**src/rtl/uart_rx_fifo_feeder_pkg.sv**
```systemverilog
// uart_rx_pkg: FSM state type and frame timing constants shared by the UART receive path
// Build option UART_RX_MAJORITY_EN: 2-of-3 bit vote over ticks 6/7/8, decision moved to tick 8
package uart_rx_pkg;
  typedef enum logic [2:0] {IDLE, START, DATA, STOP, WAIT_HIGH} state_e;
  localparam int OVERSAMPLE = 16;
  localparam int SAMPLE_TICK = 7;
  localparam int DATA_BITS = 8;
`ifdef UART_RX_MAJORITY_EN
  localparam int DECIDE_TICK = SAMPLE_TICK + 1;
`else
  localparam int DECIDE_TICK = SAMPLE_TICK;
`endif
endpackage

```
**src/rtl/uart_rx_fifo_feeder_if.sv**
```systemverilog
// uart_rx_fifo_feeder_if: byte write port of the receive FIFO
// master (receiver): drives wr_en/wr_data, sees wr_full/almost_full; slave: the FIFO side
interface uart_rx_fifo_feeder_if;
  logic       wr_en;
  logic [7:0] wr_data;
  logic       wr_full;
  logic       almost_full;
  modport master (output wr_en, wr_data, input wr_full, almost_full);
  modport slave (input wr_en, wr_data, output wr_full, almost_full);
endinterface

```
**src/rtl/uart_rx_fifo_feeder_tick_gen.sv**
```systemverilog
// uart_rx_tick_gen: oversample prescaler, one-cycle tick every OVS_DIV clocks
// Ports: clk, rst_n (async active-low), clr (sync restart, suppresses tick), tick
module uart_rx_tick_gen #(
  parameter int unsigned OVS_DIV = 27
) (
  input  logic clk,
  input  logic rst_n,
  input  logic clr,
  output logic tick
);
  logic [15:0] cnt_q, cnt_d;
  assign tick = !clr && cnt_q == 16'(OVS_DIV - 1);
  always_comb cnt_d = (clr || tick) ? '0 : cnt_q + 16'd1;
  always_ff @(posedge clk or negedge rst_n)
    if (!rst_n) cnt_q <= '0;
    else cnt_q <= cnt_d;
endmodule

```
**src/rtl/uart_rx_fifo_feeder.sv**
```systemverilog
// uart_rx_fifo_feeder: 8N1 16x-oversampled UART receiver pushing bytes into the receive FIFO
// Ports: clk, rst_n (async active-low), rxd (async line), fifo (FIFO write port, master),
//        rts_n (registered flow control), frame_err/overrun_err (pulses), drop_cnt (saturating)
// Build option UART_RX_MAJORITY_EN: majority-voted bit sampling
module uart_rx_fifo_feeder
  import uart_rx_pkg::*;
#(
  parameter int unsigned OVS_DIV = 27
) (
  input  logic                  clk,
  input  logic                  rst_n,
  input  logic                  rxd,
  uart_rx_fifo_feeder_if.master fifo,
  output logic                  rts_n,
  output logic                  frame_err,
  output logic                  overrun_err,
  output logic [15:0]           drop_cnt
);
  localparam int OW = $clog2(OVERSAMPLE);
  logic sync_q, rxd_s_q;
  state_e state_q, state_d;
  logic [OW-1:0] os_q, os_d;
  logic [2:0] bit_q, bit_d;
  logic [7:0] shift_q, shift_d, wr_data_q, wr_data_d;
  logic wr_en_q, wr_en_d, rts_n_q, rts_n_d, frame_q, frame_d, ovr_q, ovr_d;
  logic [15:0] drop_q, drop_d;
  logic tick, clr, dec, samp;
  // a low line in IDLE restarts the prescaler so ticks align to the start edge
  assign clr = state_q == IDLE && !rxd_s_q;
  uart_rx_tick_gen #(.OVS_DIV(OVS_DIV)) u_tick (
    .clk  (clk),
    .rst_n(rst_n),
    .clr  (clr),
    .tick (tick)
  );
  assign dec = tick && os_q == OW'(DECIDE_TICK);
`ifdef UART_RX_MAJORITY_EN
  logic s6_q, s6_d, s7_q, s7_d;
  always_comb begin
    s6_d = (tick && os_q == OW'(DECIDE_TICK - 2)) ? rxd_s_q : s6_q;
    s7_d = (tick && os_q == OW'(DECIDE_TICK - 1)) ? rxd_s_q : s7_q;
  end
  assign samp = (s6_q & s7_q) | (s6_q & rxd_s_q) | (s7_q & rxd_s_q);
  always_ff @(posedge clk or negedge rst_n)
    if (!rst_n) begin
      s6_q <= 1'b1;
      s7_q <= 1'b1;
    end else begin
      s6_q <= s6_d;
      s7_q <= s7_d;
    end
`else
  assign samp = rxd_s_q;
`endif
  always_comb begin
    state_d   = state_q;
    os_d      = tick ? os_q + 1'b1 : os_q;
    bit_d     = bit_q;
    shift_d   = shift_q;
    wr_en_d   = 1'b0;
    wr_data_d = wr_data_q;
    frame_d   = 1'b0;
    ovr_d     = 1'b0;
    drop_d    = drop_q;
    rts_n_d   = fifo.almost_full | fifo.wr_full;
    case (state_q)
      IDLE: if (!rxd_s_q) begin
        state_d = START;
        os_d    = '0;
      end
      START: if (dec) begin
        state_d = samp ? IDLE : DATA;
        bit_d   = '0;
      end
      DATA: if (dec) begin
        shift_d = {samp, shift_q[7:1]};
        bit_d   = bit_q + 3'd1;
        state_d = bit_q == 3'(DATA_BITS - 1) ? STOP : DATA;
      end
      STOP: if (dec) begin
        state_d   = samp ? IDLE : WAIT_HIGH;
        frame_d   = !samp;
        ovr_d     = samp && fifo.wr_full;
        wr_en_d   = samp && !fifo.wr_full;
        wr_data_d = (samp && !fifo.wr_full) ? shift_q : wr_data_q;
        drop_d    = drop_q + {15'd0, samp && fifo.wr_full && drop_q != 16'hFFFF};
      end
      WAIT_HIGH: if (rxd_s_q) state_d = IDLE;
      default: state_d = IDLE;
    endcase
  end
  always_ff @(posedge clk or negedge rst_n)
    if (!rst_n) begin
      sync_q    <= 1'b1;
      rxd_s_q   <= 1'b1;
      state_q   <= IDLE;
      os_q      <= '0;
      bit_q     <= '0;
      shift_q   <= '0;
      wr_en_q   <= 1'b0;
      wr_data_q <= '0;
      rts_n_q   <= 1'b1;
      frame_q   <= 1'b0;
      ovr_q     <= 1'b0;
      drop_q    <= '0;
    end else begin
      sync_q    <= rxd;
      rxd_s_q   <= sync_q;
      state_q   <= state_d;
      os_q      <= os_d;
      bit_q     <= bit_d;
      shift_q   <= shift_d;
      wr_en_q   <= wr_en_d;
      wr_data_q <= wr_data_d;
      rts_n_q   <= rts_n_d;
      frame_q   <= frame_d;
      ovr_q     <= ovr_d;
      drop_q    <= drop_d;
    end
  assign fifo.wr_en   = wr_en_q;
  assign fifo.wr_data = wr_data_q;
  assign rts_n        = rts_n_q;
  assign frame_err    = frame_q;
  assign overrun_err  = ovr_q;
  assign drop_cnt     = drop_q;
endmodule

```
**src/flat_wrapper.sv**
```systemverilog
// flat-port wrapper written by rule: the top's interface ports become plain ports
module uart_rx_fifo_feeder_flat import uart_rx_pkg::*;
#(
  parameter int unsigned OVS_DIV = 27
)
  (clk, rst_n, rxd, rts_n, frame_err, overrun_err, drop_cnt, fifo_wr_en, fifo_wr_data, fifo_wr_full, fifo_almost_full);
  uart_rx_fifo_feeder_if fifo_i ();
  input  logic clk;
  input  logic rst_n;
  input  logic rxd;
  output logic rts_n;
  output logic frame_err;
  output logic overrun_err;
  output logic [15:0] drop_cnt;
  output wire logic [$bits(fifo_i.wr_en)-1:0] fifo_wr_en;
  output wire logic [$bits(fifo_i.wr_data)-1:0] fifo_wr_data;
  input wire logic [$bits(fifo_i.wr_full)-1:0] fifo_wr_full;
  input wire logic [$bits(fifo_i.almost_full)-1:0] fifo_almost_full;
  assign fifo_wr_en = fifo_i.wr_en;
  assign fifo_wr_data = fifo_i.wr_data;
  assign fifo_i.wr_full = fifo_wr_full;
  assign fifo_i.almost_full = fifo_almost_full;
  uart_rx_fifo_feeder #(.OVS_DIV(OVS_DIV)) u_core (.clk(clk), .rst_n(rst_n), .rxd(rxd), .fifo(fifo_i), .rts_n(rts_n), .frame_err(frame_err), .overrun_err(overrun_err), .drop_cnt(drop_cnt));
endmodule
```
**config.mk**
```make
export PLATFORM = sky130hd
export DESIGN_NAME = uart_rx_fifo_feeder_flat
export DESIGN_NICKNAME = d
export VERILOG_FILES = /design/src/rtl/uart_rx_fifo_feeder_pkg.sv /design/src/rtl/uart_rx_fifo_feeder_if.sv /design/src/rtl/uart_rx_fifo_feeder_tick_gen.sv /design/src/rtl/uart_rx_fifo_feeder.sv /design/src/flat_wrapper.sv
export SDC_FILE = /design/constraint.sdc
export NUM_CORES = 1
export LEC_CHECK = 0
export ABC_AREA = 1
export CORE_MARGIN = 10
export CORE_UTILIZATION = 39
export CTS_CLUSTER_DIAMETER = 80
export DETAILED_ROUTE_END_ITERATION = 6
export GPL_TIMING_DRIVEN = 1
export PLACE_DENSITY = 0.68
export SETUP_SLACK_MARGIN = 0.3
export SYNTH_ARGS = -nofsm -noshare
export SYNTH_HDL_FRONTEND = slang
export SYNTH_SLANG_ARGS = --single-unit
```
**constraint.sdc**
```tcl
create_clock -name clk -period 3.3 [get_ports clk]
set_input_delay 0.825 -clock clk [delete_from_list [all_inputs] [get_ports clk]]
set_output_delay 0.825 -clock clk [all_outputs]
set_load 0.02 [all_outputs]
```
==> impl_metrics.yaml, run 1 <==
synthesis:
  synthCells: 436
  synthMostInstantiatedCell: "nand2_1"
  ys_warn_count: 0
  synth_area_mm2: 0.003364
  synthFlopType: "dfrtp_1"
  synth_top_area_frac: 0.4537
  yosysUniqueCellTypes: 30
  ys_top_cells_by_count: "nand2_1 (155), nor2_1 (65), dfrtp_1 (61)"
  synth-edff-count: 0
  avgSynthCellArea_um2: 7.717
  synthArstFlopShare: 1.000
  netlist_top_cells_area: "dfrtp_1 (45%), nand2_1 (17%), nand3_1 (7.3%)"
  ys_seq_area_frac: 0.4771
  syn_nets: 449
  ys_ff_latch: 64
  yosysTopAreaCell: "dfrtp_1"
drt:
  drtIter0Drc: 157
  vias: 2884
  antenna_left: 0
  drtPass1Iterations: 4
  drc: 0
  vias_per_cell: 4.930
  wl_per_cell_um: 12.32
  wl_um: 7206
timing:
  rsz0062_at_grt: "false"
  period_needed_ns: 2.453
  fin_tns_setup_ns: 0
  slew_headroom: 0.5974
  fin_crit_sh: 0.7433
  fmax_mhz: 407.7
  tightest_slew_ns: 0.6024
  finalSetupViolations: 0
  hold_viol_final: 0
  slew_violations: 0
  clock_skew_ns: 0.01234
floorplan:
  chipWidth_um: 112.9
  coreArea_mm2: 0.008299
  die_h_um: 112.9
  initial_core_util: 0.4054
  die-area_mm2: 0.01274
  num_io_pins: 33
  num_rows: 33
global_routing:
  grt_busiest_layer: "met2"
  use_met3: 0.02536
  use_met2: 0.1909
  grt_util_met1: 0.1499
  grt_pass1_wl_um: 12840
  grt_use_total: 0.1197
  grt.overflow.total: 0
  grt_pass1_vias: 2718
  antenna_found_initial: 0
  grt_max_degree: 42
worst_setup_path:
  path_max_fanout: 3
  cp-start-kind: "primary input"
  cp.required_ns: 3.54
  crit_family: "simple AND/OR/NAND/NOR gates"
  r2r-start: "u_core.drop_cnt[4]$_DFFE_PN0P_"
  path_class: "in2reg"
  cp_num_buf_inv: 1
  critical_path.max_stage_delay_ns: 0.52
  end_kind: "flip-flop"
  crit_slowest_cell: "clkdlybuf4s50_1"
  crit_top_cell: "nand2_1"
  cp_data_arrival_time_ns: 2.69
  cp_cell_sequence: "clkdlybuf4s50_1 > nand2_1 > a41oi_1 > ha_1 > ha_1 > nand3_1 > nor2_1 > nand3_1 > nand2_1 > nand2_1 > nand3_1 > nand2_1"
  crit_start: "fifo_wr_full"
layout:
  drive_gt1_frac: 0.08125
  synthToLayoutAreaGrowth_pct: 18.89
  nets: 488
  fillers: 813
  fin_cells: 585
  antenna_cells: 0
clock_network:
  hold_buffers: 0
  root_buffer: "clkbuf_8"
  clk_pin_slew_ns: 0.07
  clk_latency_ns: 0.36
  clock_sinks: 64
  cts.htree.levels: 3
  cts.path.max_buffers: 2
  post_cts_buffers: 0
  cts_buffers: 9
  cts_resized: 0
  cts_tree: "yes"
placed_design:
  numPortBuffers: 32
  hpwl_um: 5317
  placed_cells: 569
  globalplace.congestion: 0.8329
flow_run:
  drv_cap: 0
pwr:
  vdd_drop_max_mv: 0.2324
  power_density_mw_per_mm2: 392.6
  finalPower_mw: 1.570
  leakagePower_nw: 2.063
min_path:
  hp-start: "u_core.sync_q$_DFF_PN1_"
  holdCritPathClass: "reg2reg"
status:
  outcome: "completed"
-- layer usage --
layer	part of all wire	vias to the layer above	routed length (um)
li1	-	1468	-
met1	0.47	1357	3354
met2	0.48	50	3441
met3	0.037	9	264
met4	0.020	0	146
met5	0	-	0
-- cell usage in the layout (no fill, tap or decap), types with 2 or more instances in the layout --
| master | count |
|---|---|
| buf_4 | 2 |
| nor2_1 | 65 |
| clkinv_2 | 2 |
| bufinv_16 | 2 |
| nand4_1 | 6 |
| nor2_4 | 2 |
| nand2_1 | 155 |
| inv_1 | 28 |
| clkdlybuf4s50_1 | 31 |
| ha_1 | 8 |
| nor3b_1 | 3 |
| dfstp_2 | 3 |
| a21oi_1 | 2 |
| xor2_1 | 9 |
| o21ai_0 | 5 |
| nor2_2 | 5 |
| nand2_2 | 3 |
| dfrtp_1 | 61 |
| nand2_4 | 2 |
| clkbuf_8 | 9 |
| inv_2 | 2 |
| nand3_1 | 49 |
| nor3_1 | 8 |
| clkinv_4 | 3 |
| xnor2_1 | 6 |
-- through the flow --
stage | area (um^2) | hold WS (ns) | util | setup slack (ns)
2_1_floorplan | 3364 | 0.3452 | - | 1.193
3_3_place_gp | 3780 | 0.3478 | 0.4555 | 0.5215
3_5_place_dp | 3780 | 0.3484 | 0.4555 | 0.4844
4_1_cts | 4000 | 0.3588 | 0.4820 | 0.8534
5_1_grt | 4000 | 0.3599 | 0.4820 | 0.6121
6_report | 4000 | 0.3581 | 0.4820 | 0.8472
-- cells by family after synthesis --
logic type / share of synthesized area
AO/OA/AOI/OAI: 0.01785
XOR/XNOR: 0.03905
adder cells (fa/ha/maj): 0.02975
buffers and inverters: 0.04723
flip-flops: 0.4771
AND/OR/NAND/NOR: 0.3890
-- cell type report --
cell class                 instances  area [um^2]  area share
clock buffer                       9        123.9     0.03097
clock inverter                     7        96.34     0.02409
inverter                          30        112.6     0.02815
multi-input combinational        336         1600      0.4001
sequential                        64         1605      0.4013
tap                              105        131.4     0.03284
timing repair buffer              34        330.3     0.08258
-- final timing paths --
path | end | slack [ns] | depth (start not counted)
max | u_core.drop_cnt[14]$_DFFE_PN0P_ | 0.85 | 12
min in group asynchronous | u_core.u_tick.cnt_q[6]$_DFF_PN0_ | 0.46 | 2
min reg2reg | u_core.rxd_s_q$_DFF_PN1_ | 0.36 | 0
min | u_core.rxd_s_q$_DFF_PN1_ | 0.36 | 0
max in group asynchronous | u_core.rts_n$_DFF_PN1_ | 2.37 | 2
max reg2reg | u_core.drop_cnt[8]$_DFFE_PN0P_ | 1.22 | 11
-- flip-flops by register name (all words and copies together), names as in the netlist, 3 cells and up --
signal and cells:
u_core.state_q 3, u_core.drop_cnt 16, u_core.u_tick.cnt_q 16, u_core.os_q 4, u_core.bit_q 3, u_core.shift_q 8
u_core.fifo.wr_data 8
-- report_power, final --
group | internal (mW) | switching (mW) | total (mW)
combinational | 0.00761 | 0.0198 | 0.0274
clock | 0.426 | 0.328 | 0.754
sequential | 0.787 | 0.00206 | 0.789
Power figures use the tool's default switching activity.
==> run 2: changes to the inputs <==
- PLACE_DENSITY: 0.68 -> 0.7
- clock period: 3.3 -> 2.2 ns (I/O delays scaled with it)
==> run 2 against run 1 <==
Against the previous run: hold slack lost 0.17 ns; final cell count grew 5.1%; clock-buffer cell count is the same.
==> impl_metrics.yaml, run 2 (synthesis gave the netlist of run 1 again) <==
layout:
  layout_commonest_cell: "nand2_1"
  finish.instance_area_mm2: 0.004340
  drive_gt1_frac: 0.1784
  synthToLayoutAreaGrowth_pct: 29.01
  nets: 518
  post-route-util: 0.5230
  antenna_cells: 0
  most-common-layout-cells: "nand2_1 (150), nor2_1 (61), dfrtp_1 (56)"
floorplan:
  initial_core_util: 0.4054
  num_rows: 33
  coreArea_mm2: 0.008299
  die_h_um: 112.9
  chipWidth_um: 112.9
  num_io_pins: 33
  die-area_mm2: 0.01274
worst_setup_path:
  r2r-start: "u_core.drop_cnt[5]$_DFFE_PN0P_"
  end_kind: "primary output"
  crit_slowest_cell: "clkdlybuf4s50_1"
  cp_cell_sequence: "clkdlybuf4s50_1"
  cp_num_buf_inv: 1
  path_max_fanout: 1
  reg2reg_to: "u_core.drop_cnt[9]$_DFFE_PN0P_"
  reg2reg_setup_slack_ns: 0.38
  critical_path.max_stage_delay_ns: 0.61
  crit_family: "buffers and inverters"
  cp.required_ns: 1.65
  cp_data_arrival_time_ns: 1.31
  path_class: "reg2out"
  cp-start-kind: "flip-flop"
  r2r_cells: 11
status:
  outcome: "completed"
timing:
  slew_violations: 0
  period_needed_ns: 1.856
  rsz0062_at_grt: "true"
  hold_viol_final: 0
  worst_hold_slack_ns: 0.1892
  clock_skew_ns: 0.01273
  finalSetupViolations: 0
  fin_crit_sh: 0.8437
  fmax_mhz: 538.7
  slew_headroom: 0.6149
  layout_setup_ws_ns: 0.3438
  tightest_slew_ns: 0.5777
placed_design:
  place_ws_ns: -0.2565
  hpwl_um: 5810
  dpl-instance-area_mm2: 0.003928
  numPortBuffers: 32
  globalplace.congestion: 0.8990
flow_run:
  drv_cap: 0
pwr:
  leakagePower_nw: 2.336
  power_density_mw_per_mm2: 551.5
  finalPower_mw: 2.394
  vdd_drop_max_mv: 0.3833
clock_network:
  hold_buffers: 0
  cts.path.max_buffers: 2
  cts_tree: "yes"
  root_buffer: "clkbuf_8"
  clock_sinks: 64
  cts_buffers: 9
  cts.htree.levels: 3
  clk_latency_ns: 0.35
  clk_pin_slew_ns: 0.08
global_routing:
  grt.overflow.total: 0
  antenna_found_initial: 0
  grt_pass1_vias: 2884
  grt_pass1_wl_um: 13640
  grt_max_degree: 33
  grt_use_total: 0.1287
min_path:
  holdCritPathClass: "in2async"
drt:
  vias_per_cell: 4.982
  drtPass1Iterations: 4
  wl_per_cell_um: 13.30
  wl_um: 8180
  antenna_left: 0
  drc: 0
  vias: 3064
  drtIter0Drc: 250
-- run 2: what timing repair did --
item                                    4_1_cts  5_1_grt
pin swaps                                     2        8
resized for setup                            26       28
setup buffers                                 0       13
endpoints found under the setup margin       31       35
-- run 2: worst max-delay path by stage --
stage / startpoint / cells after the start / endpoint / slack, ns
after floorplan: u_core.drop_cnt[4]$_DFFE_PN0P_ / 12 / u_core.drop_cnt[14]$_DFFE_PN0P_ / 0.29
after CTS: u_core.drop_cnt[5]$_DFFE_PN0P_ / 12 / u_core.drop_cnt[14]$_DFFE_PN0P_ / 0.23
final: u_core.overrun_err$_DFF_PN0_ / 1 / overrun_err / 0.34
after detailed placement: fifo_wr_full / 12 / u_core.drop_cnt[14]$_DFFE_PN0P_ / -0.26
after global routing: u_core.drop_cnt[5]$_DFFE_PN0P_ / 11 / u_core.drop_cnt[10]$_DFFE_PN0P_ / 0.26
after global placement: fifo_wr_full / 12 / u_core.drop_cnt[14]$_DFFE_PN0P_ / -0.19
-- run 2: metrics by stage --
stage                     instances  TNS [ns]
after CTS                       602         0
final                           615         0
after global placement          586    -1.417
after floorplan                 436         0
after global routing            615         0
after detailed placement        586    -2.082
-- run 2: cell type report --
type,instances,area [um^2]
Sequential cell,64,1612
Multi-Input combinational cell,336,1695
Clock inverter,7,102.6
Fill cell,746,3959
Clock buffer,9,123.9
Inverter,30,112.6
Timing Repair Buffer,64,563.0
Tap cell,105,131.4
-- run 2: routing by layer --
metal  routed length (um)  global-route usage  up-vias
li1                     -                   -     1524
met1                 3650              0.1638     1460
met2                 3989              0.1993       70
met3                  369             0.02747       10
met4                  172             0.06937        0
met5                    0                   0        -
-- run 2: power by group --
part | switching, mW | leakage [nW] | internal (mW)
Sequential | 0.00118 | 0.774 | 1.18
Combinational | 0.0331 | 1.45 | 0.0148
Clock | 0.513 | 0.111 | 0.651
==> run 3: changes to the inputs <==
- PLACE_DENSITY: 0.7 -> 0.68
- clock period: 2.2 -> 1.9 ns (I/O delays scaled with it)
==> run 3 against run 2 <==
Against the previous run: highest routed layer unchanged; setup slack lost 0.29 ns; critical path type is now reg2reg; utilization grew 5.2 points; register-to-register slack worse by 0.33 ns; routed wire length up 2.6%.
==> impl_metrics.yaml, run 3 (synthesis gave the netlist of run 1 again) <==
clock_network:
  clock_sinks: 64
  hold_buffers: 0
  root_buffer: "clkbuf_8"
  cts_tree: "yes"
  cts.htree.levels: 3
  clk_latency_ns: 0.35
  cts.path.max_buffers: 2
  clk_pin_slew_ns: 0.08
  cts_buffers: 9
worst_setup_path:
  cp.required_ns: 2.19
  path_class: "reg2reg"
  r2r-start: "u_core.rxd_s_q$_DFF_PN1_"
  crit_start: "u_core.rxd_s_q$_DFF_PN1_"
  cp_data_arrival_time_ns: 2.14
  end_kind: "flip-flop"
  reg2reg_setup_slack_ns: 0.05
  path_max_fanout: 3
  cp-start-kind: "flip-flop"
layout:
  drive_gt1_frac: 0.3430
  synthToLayoutAreaGrowth_pct: 41.87
  layout_commonest_cell: "nand2_1"
  ff_latch_area_mm2: 0.001625
  fin_cells: 624
  post-route-util: 0.5752
  antenna_cells: 0
  finish.instance_area_mm2: 0.004773
  multi_input_area_mm2: 0.001986
  nets: 527
  fillers: 715
  most-common-layout-cells: "nand2_1 (128), nor2_1 (53), dfrtp_1 (45)"
global_routing:
  grt.overflow.total: 0
  grt_max_degree: 65
  grt_pass1_vias: 2952
  antenna_found_initial: 0
  grt_use_total: 0.1307
  grt_pass1_wl_um: 13880
timing:
  tightest_slew_ns: 0.3507
  period_needed_ns: 1.849
  slew_violations: 0
  layout_setup_ws_ns: 0.05096
  fin_crit_sh: 0.9732
  fin_tns_setup_ns: 0
  hold_viol_final: 0
  rsz0062_at_grt: "true"
  slew_headroom: 0.7662
  worst_hold_slack_ns: 0.1241
  fmax_mhz: 540.8
  clock_skew_ns: 0.01093
  finalSetupViolations: 0
min_path:
  holdCritPathClass: "in2async"
flow_run:
  drv_cap: 0
floorplan:
  die_h_um: 112.9
  die-area_mm2: 0.01274
  coreArea_mm2: 0.008299
  num_rows: 33
  num_io_pins: 33
  chipWidth_um: 112.9
  initial_core_util: 0.4054
pwr:
  power_density_mw_per_mm2: 629.9
  p_comb_frac: 0.019
  power.clock.fraction: 0.526
  power.switching_mw: 0.6159
  finalPower_mw: 3.007
  vdd_drop_max_mv: 0.3095
  internal-power_mw: 2.391
  p_sw_frac: 0.2048
  leakagePower_nw: 2.373
  seqPwrFrac: 0.455
placed_design:
  hpwl_um: 5563
  numPortBuffers: 32
  place_ws_ns: -0.3577
  dpl-instance-area_mm2: 0.004090
  globalplace.congestion: 0.8747
  placed_cells: 590
drt:
  antenna_left: 0
  wl_um: 8396
  wl_per_cell_um: 13.46
  vias_per_cell: 4.942
  vias: 3084
  drtIter0Drc: 162
  drc: 0
  drtPass1Iterations: 5
status:
  outcome: "completed"
[run 3: cell types whose count changed in the layout (fill, tap and decap cells not counted), sizes merged]
cell	before	now
buf	33	56
bufinv	2	4
clkbuf	9	12
clkdlybuf4s50	3	2
clkinvlp	1	2
dlygate4sd2	20	12
dlymetal6s2s	8	0
inv	33	30
[run 3: final cells by class]
type / instances / area share
Inverter: 30 / 0.02412
Clock buffer: 9 / 0.02595
Tap cell: 105 / 0.02752
Sequential cell: 64 / 0.3405
Multi-Input combinational cell: 336 / 0.4160
Clock inverter: 7 / 0.03014
Timing Repair Buffer: 73 / 0.1358
[run 3: worst max-delay path: stages, from the launching register on]
cell and delay, ns:
dfstp_2 0.54, nand2_2 0.07, a41oi_2 0.19, ha_4 0.21, ha_4 0.15, nand3_4 0.08, nor2_4 0.16, nand4_1 0.14
nand2_1 0.12, nand3_1 0.07, nand2_1 0.06
[run 3: worst paths after layout]
kind	endpoint	cells past startpoint
setup / recovery	u_core.drop_cnt[14]$_DFFE_PN0P_	10
hold / removal	u_core.u_tick.cnt_q[4]$_DFF_PN0_	2
setup reg to reg	u_core.drop_cnt[14]$_DFFE_PN0P_	10
hold reg to reg	u_core.rxd_s_q$_DFF_PN1_	0
max in group asynchronous	u_core.sync_q$_DFF_PN1_	2
min in group clk	u_core.rxd_s_q$_DFF_PN1_	0
[run 3: metal layers]
layer,track usage,wire length (um)
met5,0,0
met4,0.05838,209
met3,0.04385,381
met2,0.1978,4052
met1,0.1652,3752
[run 3: power groups by stage]
| stage | Clock [mW] | Sequential [mW] | Combinational (mW) |
|---|---|---|---|
| after global placement | 0 | 1.39 | 0.0582 |
| after detailed placement | 0 | 1.39 | 0.0578 |
| after floorplan | 0 | 1.40 | 0.00633 |
| after global routing | 1.67 | 1.37 | 0.0638 |
| final | 1.58 | 1.37 | 0.0557 |
| after CTS | 1.60 | 1.37 | 0.0559 |
[run 3: repair_timing]
action / in CTS / in global routing
setup buffers: 9 / 7
cloned: 0 / 2
resized for setup: 90 / 85
setup endpoints to repair: 81 / 64
pin swaps: 28 / 47
